===== config.mk =====
export PLATFORM = sky130hd
export DESIGN_NAME = cipher_job_scheduler_flat
export DESIGN_NICKNAME = d
export VERILOG_FILES = /design/src/rtl/cipher_job_scheduler_pkg.sv /design/src/rtl/cipher_job_scheduler_if.sv /design/src/rtl/cipher_job_scheduler_rr_arbiter.sv /design/src/rtl/cipher_job_scheduler.sv /design/src/flat_wrapper.sv
export SDC_FILE = /design/constraint.sdc
export NUM_CORES = 1
export LEC_CHECK = 0
export CAP_MARGIN = 20
export CORE_AREA = 2 2 615 617
export CTS_CLUSTER_SIZE = 30
export DETAILED_ROUTE_END_ITERATION = 10
export DIE_AREA = 0 0 617 619
export PLACE_DENSITY = 0.3
export SYNTH_ARGS = -nofsm -noshare
export SYNTH_HDL_FRONTEND = slang
export SYNTH_HIERARCHICAL = 1
export SYNTH_SLANG_ARGS = --single-unit

===== constraint.sdc =====
create_clock -name clk -period 8.92 [get_ports clk]
set_input_delay 1.784 -clock clk [delete_from_list [all_inputs] [get_ports clk]]
set_output_delay 1.784 -clock clk [all_outputs]
set_load 0.005 [all_outputs]

===== src/rtl/cipher_job_scheduler_pkg.sv =====
// rtl/cipher_job_scheduler_pkg.sv - shared types and constants for the cipher job scheduler
package cipher_sched_pkg;

    localparam int BLK_W                  = 128;
    localparam int DEFAULT_TIMEOUT_CYCLES = 64;

    typedef enum logic [1:0] {
        S_IDLE  = 2'd0,
        S_ISSUE = 2'd1,
        S_WAIT  = 2'd2,
        S_RESP  = 2'd3
    } state_t;

endpackage


===== src/rtl/cipher_job_scheduler_if.sv =====
// rtl/cipher_job_scheduler_if.sv - requester job/response ports and cipher core handshake
interface cipher_job_scheduler_if #(
    parameter int NUM_REQ = 4
);
    import cipher_sched_pkg::*;

    localparam int ID_W = $clog2(NUM_REQ);

    logic [NUM_REQ-1:0]       req_valid;
    logic [NUM_REQ-1:0]       req_ready;
    logic [BLK_W*NUM_REQ-1:0] req_text;
    logic [BLK_W*NUM_REQ-1:0] req_key;
    logic [NUM_REQ-1:0]       req_decrypt;
    logic [NUM_REQ-1:0]       resp_valid;
    logic [NUM_REQ-1:0]       resp_ready;
    logic [BLK_W-1:0]         resp_data;
    logic                     resp_err;
    logic                     core_start;
    logic [BLK_W-1:0]         core_text;
    logic [BLK_W-1:0]         core_key;
    logic                     core_decrypt;
    logic                     core_done;
    logic [BLK_W-1:0]         core_result;
    logic                     core_abort;
    logic                     busy;
    logic [ID_W-1:0]          grant_id;

    modport slave (
        input  req_valid, req_text, req_key, req_decrypt, resp_ready, core_done, core_result,
        output req_ready, resp_valid, resp_data, resp_err, core_start, core_text, core_key,
               core_decrypt, core_abort, busy, grant_id
    );

    modport master (
        output req_valid, req_text, req_key, req_decrypt, resp_ready, core_done, core_result,
        input  req_ready, resp_valid, resp_data, resp_err, core_start, core_text, core_key,
               core_decrypt, core_abort, busy, grant_id
    );

endinterface


===== src/rtl/cipher_job_scheduler_rr_arbiter.sv =====
// rtl/cipher_job_scheduler_rr_arbiter.sv - combinational round-robin pick starting at the pointer
module rr_arbiter #(
    parameter int NUM_REQ = 4,
    localparam int ID_W = $clog2(NUM_REQ)
) (
    input  logic [NUM_REQ-1:0] req_i,
    input  logic [ID_W-1:0]    ptr_i,
    output logic [NUM_REQ-1:0] gnt_o,
    output logic [ID_W-1:0]    idx_o
);

    logic [ID_W:0] cand;
    logic          found;

    always_comb begin
        gnt_o = '0;
        idx_o = '0;
        found = 1'b0;
        cand  = '0;
        for (int i = 0; i < NUM_REQ; i++) begin
            cand = {1'b0, ptr_i} + (ID_W+1)'(i);
            if (cand >= (ID_W+1)'(NUM_REQ)) begin
                cand = cand - (ID_W+1)'(NUM_REQ);
            end
            if (!found && req_i[cand[ID_W-1:0]]) begin
                found                    = 1'b1;
                gnt_o[cand[ID_W-1:0]]    = 1'b1;
                idx_o                    = cand[ID_W-1:0];
            end
        end
    end

endmodule


===== src/rtl/cipher_job_scheduler.sv =====
// rtl/cipher_job_scheduler.sv - round-robin sharing of one cipher core between NUM_REQ requesters
// Optional core watchdog enabled by defining CIPHER_TIMEOUT_EN.
module cipher_job_scheduler
    import cipher_sched_pkg::*;
#(
    parameter int NUM_REQ        = 4,
    parameter int TIMEOUT_CYCLES = DEFAULT_TIMEOUT_CYCLES
) (
    input  logic                   clk,
    input  logic                   reset,
    cipher_job_scheduler_if.slave  bus
);

    localparam int ID_W = $clog2(NUM_REQ);

    state_t             state_q, state_d;
    logic [ID_W-1:0]    ptr_q, ptr_d;
    logic [ID_W-1:0]    gid_q, gid_d;
    logic [BLK_W-1:0]   text_q, text_d;
    logic [BLK_W-1:0]   key_q, key_d;
    logic [BLK_W-1:0]   rdata_q, rdata_d;
    logic               dec_q, dec_d;
    logic               err_q, err_d;

    logic [NUM_REQ-1:0] arb_gnt;
    logic [ID_W-1:0]    arb_idx;
    logic               accept;
    logic               done_seen;
    logic               timeout;

    rr_arbiter #(.NUM_REQ(NUM_REQ)) u_arb (
        .req_i (bus.req_valid),
        .ptr_i (ptr_q),
        .gnt_o (arb_gnt),
        .idx_o (arb_idx)
    );

    assign accept    = (state_q == S_IDLE) && (|bus.req_valid) && !reset;
    assign done_seen = (state_q == S_WAIT) && bus.core_done;

`ifdef CIPHER_TIMEOUT_EN
    localparam int CNT_W = $clog2(TIMEOUT_CYCLES + 1);
    logic [CNT_W-1:0] wd_q, wd_d;

    // Held at zero outside WAIT, so it restarts on every WAIT entry.
    always_comb begin
        wd_d = '0;
        if (state_q == S_WAIT) begin
            wd_d = wd_q + CNT_W'(1);
        end
    end

    always_ff @(posedge clk) begin
        if (reset) begin
            wd_q <= '0;
        end else begin
            wd_q <= wd_d;
        end
    end

    // A done arriving on the limit cycle takes priority over the abort.
    assign timeout = (state_q == S_WAIT) && !bus.core_done &&
                     (wd_q == CNT_W'(TIMEOUT_CYCLES - 1));
`else
    assign timeout = 1'b0 & (TIMEOUT_CYCLES > 0);
`endif

    always_ff @(posedge clk) begin
        if (reset) begin
            state_q <= S_IDLE;
            ptr_q   <= '0;
            gid_q   <= '0;
            text_q  <= '0;
            key_q   <= '0;
            rdata_q <= '0;
            dec_q   <= 1'b0;
            err_q   <= 1'b0;
        end else begin
            state_q <= state_d;
            ptr_q   <= ptr_d;
            gid_q   <= gid_d;
            text_q  <= text_d;
            key_q   <= key_d;
            rdata_q <= rdata_d;
            dec_q   <= dec_d;
            err_q   <= err_d;
        end
    end

    always_comb begin
        state_d = state_q;
        case (state_q)
            S_IDLE:  if (accept) state_d = S_ISSUE;
            S_ISSUE: state_d = S_WAIT;
            S_WAIT:  if (done_seen || timeout) state_d = S_RESP;
            S_RESP:  if (bus.resp_ready[gid_q]) state_d = S_IDLE;
            default: state_d = S_IDLE;
        endcase
    end

    always_comb begin
        ptr_d   = ptr_q;
        gid_d   = gid_q;
        text_d  = text_q;
        key_d   = key_q;
        dec_d   = dec_q;
        rdata_d = rdata_q;
        err_d   = err_q;
        if (accept) begin
            ptr_d  = (arb_idx == ID_W'(NUM_REQ - 1)) ? '0 : arb_idx + ID_W'(1);
            gid_d  = arb_idx;
            text_d = bus.req_text[arb_idx*BLK_W +: BLK_W];
            key_d  = bus.req_key[arb_idx*BLK_W +: BLK_W];
            dec_d  = bus.req_decrypt[arb_idx];
        end
        if (done_seen) begin
            rdata_d = bus.core_result;
            err_d   = 1'b0;
        end else if (timeout) begin
            rdata_d = '0;
            err_d   = 1'b1;
        end
    end

    always_comb begin
        bus.req_ready  = '0;
        bus.resp_valid = '0;
        if (accept) begin
            bus.req_ready = arb_gnt;
        end
        if (state_q == S_RESP) begin
            bus.resp_valid[gid_q] = 1'b1;
        end
        bus.core_start = (state_q == S_ISSUE);
        bus.core_abort = timeout;
        bus.busy       = (state_q != S_IDLE);
    end

    assign bus.resp_data    = rdata_q;
    assign bus.resp_err     = err_q;
    assign bus.core_text    = text_q;
    assign bus.core_key     = key_q;
    assign bus.core_decrypt = dec_q;
    assign bus.grant_id     = gid_q;

endmodule

===== src/flat_wrapper.sv =====
// flat-port wrapper written by rule: the top's interface ports become plain ports
module cipher_job_scheduler_flat import cipher_sched_pkg::*;
#(
    parameter int NUM_REQ        = 4,
    parameter int TIMEOUT_CYCLES = DEFAULT_TIMEOUT_CYCLES
)
  (clk, reset, bus_req_valid, bus_req_text, bus_req_key, bus_req_decrypt, bus_resp_ready, bus_core_done, bus_core_result, bus_req_ready, bus_resp_valid, bus_resp_data, bus_resp_err, bus_core_start, bus_core_text, bus_core_key, bus_core_decrypt, bus_core_abort, bus_busy, bus_grant_id);
  cipher_job_scheduler_if #(.NUM_REQ(NUM_REQ)) bus_i ();
  input  logic clk;
  input  logic reset;
  input wire logic [$bits(bus_i.req_valid)-1:0] bus_req_valid;
  input wire logic [$bits(bus_i.req_text)-1:0] bus_req_text;
  input wire logic [$bits(bus_i.req_key)-1:0] bus_req_key;
  input wire logic [$bits(bus_i.req_decrypt)-1:0] bus_req_decrypt;
  input wire logic [$bits(bus_i.resp_ready)-1:0] bus_resp_ready;
  input wire logic [$bits(bus_i.core_done)-1:0] bus_core_done;
  input wire logic [$bits(bus_i.core_result)-1:0] bus_core_result;
  output wire logic [$bits(bus_i.req_ready)-1:0] bus_req_ready;
  output wire logic [$bits(bus_i.resp_valid)-1:0] bus_resp_valid;
  output wire logic [$bits(bus_i.resp_data)-1:0] bus_resp_data;
  output wire logic [$bits(bus_i.resp_err)-1:0] bus_resp_err;
  output wire logic [$bits(bus_i.core_start)-1:0] bus_core_start;
  output wire logic [$bits(bus_i.core_text)-1:0] bus_core_text;
  output wire logic [$bits(bus_i.core_key)-1:0] bus_core_key;
  output wire logic [$bits(bus_i.core_decrypt)-1:0] bus_core_decrypt;
  output wire logic [$bits(bus_i.core_abort)-1:0] bus_core_abort;
  output wire logic [$bits(bus_i.busy)-1:0] bus_busy;
  output wire logic [$bits(bus_i.grant_id)-1:0] bus_grant_id;
  assign bus_i.req_valid = bus_req_valid;
  assign bus_i.req_text = bus_req_text;
  assign bus_i.req_key = bus_req_key;
  assign bus_i.req_decrypt = bus_req_decrypt;
  assign bus_i.resp_ready = bus_resp_ready;
  assign bus_i.core_done = bus_core_done;
  assign bus_i.core_result = bus_core_result;
  assign bus_req_ready = bus_i.req_ready;
  assign bus_resp_valid = bus_i.resp_valid;
  assign bus_resp_data = bus_i.resp_data;
  assign bus_resp_err = bus_i.resp_err;
  assign bus_core_start = bus_i.core_start;
  assign bus_core_text = bus_i.core_text;
  assign bus_core_key = bus_i.core_key;
  assign bus_core_decrypt = bus_i.core_decrypt;
  assign bus_core_abort = bus_i.core_abort;
  assign bus_busy = bus_i.busy;
  assign bus_grant_id = bus_i.grant_id;
  cipher_job_scheduler #(.NUM_REQ(NUM_REQ), .TIMEOUT_CYCLES(TIMEOUT_CYCLES)) u_core (.clk(clk), .reset(reset), .bus(bus_i));
endmodule

==> results of run 1 <==
[layout by cell type (no fill, tap or decap), types with 4 or more instances in the layout]
cell             netlist  layout
clkdlybuf4s50_1        0    1562
nand2_1              517     516
dfxtp_1              391     391
nand2b_1             263     263
mux4_2               261     261
o21ai_1              203     203
a21oi_1              128     128
diode_2                0      98
clkbuf_16              0      72
o21ai_0               63      63
buf_4                 14      19
clkinv_2               0      14
clkbuf_8               0      13
clkbuf_1              85      10
ha_1                  10      10
nor2_1                 9       9
a22oi_1                9       9
inv_1                  8       8
buf_12                 0       8
bufinv_16              0       6
mux2i_1                6       6
inv_6                  0       4
and2_1                 5       4
[cell type report]
type	count	area, sq um	share of cell area, %
tap	4994	6250	14.0
timing repair buffer	1590	16000	35.7
sequential	391	7830	17.5
clock buffer	95	2020	4.52
multi-input combinational	1496	12000	26.8
antenna	98	245	0.549
inverter	8	30.0	0.0673
clock inverter	29	333	0.746
[metal layers]
metal / share of wire [%] / vias up / track usage, % / wire (microns)
met5: 0.31 / - / 0 / 885
met3: 13 / 657 / 8.52 / 36500
li1: - / 10500 / - / -
met1: 35 / 11800 / 14.6 / 100000
met2: 49 / 1524 / 25.3 / 139000
met4: 3.1 / 128 / 3.36 / 8760
[kinds of logic after synthesis]
family	synth area share, %
adder cells (fa/ha/maj)	0.600
AND/OR/NAND/NOR	18.0
buffers and inverters	5.22
flip-flops	37.5
other	0.0180
multiplexers	28.5
AO/OA/AOI/OAI	10.1
[power breakdown]
part / switching [mW] / internal [mW] / leakage [nW]
Clock: 1.22 / 1.76 / 1.16
Sequential: 0.368 / 2.29 / 3.22
Combinational: 3.91 / 3.82 / 9.44
[synth_stat cells (all sizes together)]
| master | n |
|---|---|
| nand2 | 517 |
| dfxtp | 391 |
| o21ai | 266 |
| nand2b | 263 |
| mux4 | 261 |
| a21oi | 128 |
| buf | 99 |
| clkbuf | 95 |
| ha | 10 |
| a22oi | 9 |
| nor2 | 9 |
| inv | 8 |
| mux2i | 6 |
| and2 | 5 |
| nor2b | 3 |
| and3 | 2 |
| o211ai | 2 |
| a21o | 1 |
| a22o | 1 |
| a32oi | 1 |
| and3b | 1 |
| conb | 1 |
| mux2 | 1 |
| nand3 | 1 |
| nor3 | 1 |
| nor3b | 1 |
| nor4 | 1 |
| nor4b | 1 |
| o2111ai | 1 |
| o21bai | 1 |
| o31ai | 1 |
[state kept, by name (all words and copies together) (netlist names)]
signal	cells
u_core/bus.core_decrypt	1
u_core/bus.core_key	128
u_core/bus.core_text	128
u_core/bus.grant_id	2
u_core/bus.resp_data	128
u_core/ptr_q	2
u_core/state_q	2
[how the worst max path moves through the flow]
stage / slack (ps) / cells past startpoint / from / to
floorplan: 4150 / 5 / bus_req_valid[2] / bus_req_ready[1]
global placement: 2360 / 7 / bus_req_valid[3] / bus_req_ready[1]
detailed placement: 2430 / 7 / bus_req_valid[1] / bus_req_ready[1]
CTS: 2400 / 7 / bus_req_valid[1] / bus_req_ready[1]
global route: 2320 / 7 / bus_req_valid[1] / bus_req_ready[1]
finish: 2350 / 7 / bus_req_valid[1] / bus_req_ready[1]
[tightest hold or removal path, stage by stage (launching register included)]
cell,delay [ps]
dfxtp_1,310
nand2_1,50
a21oi_1,50
==> metrics, run 1 <==
unique cell type count in the Yosys netlist 36; max_slew headroom 18.0%; H-tree depth 3; setup ws final 2350 ps; CP max stage delay 680 ps; CTS buffer count 72; die width 617 microns; Worst EP arrival 4790 ps; crit end category output port; Placed Cells 8479; PD cells 300 mW/mm^2; # resized after CTS 0; # clock sinks 391; worst path cell trace clkdlybuf4s50_1, mux4_2, nor2b_1, a22oi_1, o21ai_0, and2_1, clkdlybuf4s50_1; Worst Hold End u_core/bus.resp_data[95]$_SDFFE_PP0P_; Worst VDD drop 0.341 mV; fillers 42.8k; post-CTS setup buffer count 0; initial antenna violation count 374; share of the synthesized area in the top cell type 37.5%; share of cells above drive strength 1 11.4%; detailed-route vias per instance 2.83; first-pass GRT wire length 341000 microns; first-pass detailed-route iteration total 5; synth-to-layout area growth 114%; syn avg cell area 9.98 sq um; leakage 13.8 nW; Tot Pwr 13.4 mW; critical path launch point type input pin; worst-path fanout max 9; Die Ht 619 microns; Setup Skew 76.5 ps; Place WS 2430 ps; Hold Startpoint u_core/bus.resp_data[95]$_SDFFE_PP0P_; fin area 0.0446 sq mm; Final ANT Viol Nets 0; Starting Density 5.56%; fin cells 8701; clk root buf clkbuf_16; IO Port Bufs 1563; synth top area cells dfxtp_1 38%, mux4_2 28%, nand2_1 9.3%; worst-margin pin slew 1230 ps; slowest CP cell mux4_2; kind of critical path in2out; WL/cell 32.8 microns; Crit path required time 7140 ps; Placer Congestion 0.906; cell taking the most area after synthesis dfxtp_1; total gr overflow 0; Die Area 0.382 sq mm; synthesized netlist cell count 2088; outcome finished, final reports clean; Nets 4736; hold_ws 456 ps; reg2reg setup slack 4120 ps; CTS hold repair buffers 0; fin util 11.9%; detailed-route via count 24.6k; largest net degree at the start of global routing 153; max_cap viols 0; Fin. Hold Viols 0; hold depth 2; Initial DRC Count 1420; area of the core 0.375 sq mm; final period utilization 73.7%; Hold Crit Class reg2reg; I/O Pins 1566; Post-Route Setup TNS 0 ps; Seq/Total Area, Yosys 37.5%; dpl cell area 0.0420 sq mm; final WL 286000 microns; CTS Buffer Depth 4; vias in the first global route 24.4k; Seq cells post-synth 391; f_max 152 MHz; Crit path max-delay family buffers and inverters; final worst path period need 6570 ps; clk_lat worst skew 810 ps; post-synthesis cell area 0.0208 sq mm; final setup fails 0; CTS tree built; Max Slew Vio Count 0; CP bufs+invs 2; All-Layer GR Usage 14.4%; CTS clock-pin slew for the worst setup and hold paths 60 ps; reg-to-reg startpoint u_core/ptr_q[0]$_SDFFE_PP0N_; post-DP HPWL 252000 microns; R2R depth 11; CP most frequent cell clkdlybuf4s50_1; synth warn 6; RSZ-0062 raised after global routing false; FF-to-FF End u_core/bus.core_text[25]$_SDFFE_PP0N_; # rows 225; drt drc 0
No activity file was read; power rests on OpenSTA's default activity.
==> run 2: changes to the inputs <==
Clock period 8.92 ns to 5.7 ns, I/O delays scaled along.
==> metrics, run 2 (synthesis results as in run 1) <==
outcome finished, final reports clean; share of cells above drive strength 1 11.6%; Hold Crit Class reg2reg; H-tree depth 3; CTS buffer count 73; max_cap viols 0; vias in the first global route 24.6k; total gr overflow 0; max_slew headroom 19.6%; clk root buf clkbuf_16; Placed Cells 8492; Worst EP arrival 4250 ps; CTS tree built; All-Layer GR Usage 14.5%; post-CTS setup buffer count 0; commonest non-fill, non-tap cells in the layout 1562 x clkdlybuf4s50_1, 516 x nand2_1, 391 x dfxtp_1; Setup Skew 70.6 ps; synth-to-layout area growth 115%; Die Area 0.382 sq mm; crit end category output port; Worst VDD drop 0.406 mV; # resized after CTS 0; post-DP HPWL 254000 microns; clk_lat worst skew 800 ps; RSZ-0062 raised after global routing false; Starting Density 5.56%; fin util 12.0%; PD cells 471 mW/mm^2; leakage 14.0 nW; largest net degree at the start of global routing 150; first-pass detailed-route iteration total 5; Nets 4750; IO Port Bufs 1563; detailed-route via count 24.4k; Initial DRC Count 1317; CTS Buffer Depth 4; I/O Pins 1566; Fin. Hold Viols 0; first-pass GRT wire length 343000 microns; kind of critical path reg2out; final WL 287000 microns; area of the core 0.375 sq mm; Final ANT Viol Nets 0; Max Slew Vio Count 0; Die Ht 619 microns; final period utilization 94.6%; worst-margin pin slew 1210 ps; drt drc 0; CTS clock-pin slew for the worst setup and hold paths 60 ps; most common cell after layout, fill and taps aside clkdlybuf4s50_1; detailed-route vias per instance 2.81; worst-path fanout max 16; Post-Route Setup TNS 0 ps; die width 617 microns; Crit path required time 4560 ps; final worst path period need 5390 ps; critical path launch point type flip-flop; fillers 42.7k; # clock sinks 391; final setup fails 0; Placer Congestion 0.893; # rows 225; WL/cell 32.9 microns; hold_ws 453 ps; f_max 186 MHz; CTS hold repair buffers 0; fin cells 8702; initial antenna violation count 357
-- run 2: cell count changes in the layout (fill, tap and decap cells not counted), sizes merged --
cell	change
inv	-2
bufinv	+4
buf	+13
clkinv	-10
diode	-9
clkbuf	+6
clkinvlp	-1
-- run 2: where the power goes --
group | internal [mW] | leakage [nW] | total (mW) | switching (mW)
Clock | 3.01 | 1.21 | 4.89 | 1.88
Combinational | 6.08 | 9.53 | 12.1 | 6.03
Sequential | 3.58 | 3.22 | 4.18 | 0.596
-- run 2: per-stage QoR --
stage | power [mW] | area (sq um) | worst slack (ps)
after floorplan | 11.0 | 20900 | 2220
after global placement | 16.7 | 42200 | 705
after detailed placement | 16.7 | 42200 | 727
after CTS | 21.9 | 44700 | 287
after global routing | 22.5 | 44700 | 116
final | 21.2 | 44900 | 309
-- run 2: area by class of cell --
class                      instances  area (sq um)  share of cell area [%]
multi-input combinational       1496         12000                    26.7
inverter                           8          30.0                  0.0669
antenna                           89           223                   0.496
clock buffer                     101          2100                    4.68
tap                             4994          6250                    13.9
timing repair buffer            1603         16100                    35.9
clock inverter                    20           378                   0.841
sequential                       391          7830                    17.4
-- run 2: final timing paths --
check	end	slack, ps	cells past startpoint	from
worst max-delay path	bus_req_ready[1]	310	8	u_core/ptr_q[0]$_SDFFE_PP0N_
worst min-delay path	u_core/bus.resp_data[47]$_SDFFE_PP0P_	450	2	u_core/bus.resp_data[47]$_SDFFE_PP0P_
worst max register to register	u_core/bus.core_key[31]$_SDFFE_PP0N_	1300	11	u_core/ptr_q[0]$_SDFFE_PP0N_
worst min register to register	u_core/bus.resp_data[47]$_SDFFE_PP0P_	450	2	u_core/bus.resp_data[47]$_SDFFE_PP0P_
-- run 2: worst max-delay path, stage by stage (launching register included) --
cell             delay [ps]
dfxtp_1                 800
inv_1                   180
ha_1                    460
mux4_2                  470
nor2b_1                 340
a22oi_1                 120
o21ai_0                 370
and2_1                  200
clkdlybuf4s50_1         510
-- run 2: metal layers --
metal / vias to the layer above / track usage [%] / wire length (microns)
met2: 1484 / 25.5 / 141000
met3: 621 / 8.16 / 34000
met4: 124 / 3.57 / 8110
li1: 10500 / - / -
met1: 11700 / 14.8 / 102000
met5: - / 0 / 824
==> run 3: changes to the inputs <==
Settings changed: ABC_CLOCK_PERIOD_IN_PS set to 5700.
==> results of run 3 <==
The final DEF is identical to that of run 2; final timing and power are the same.
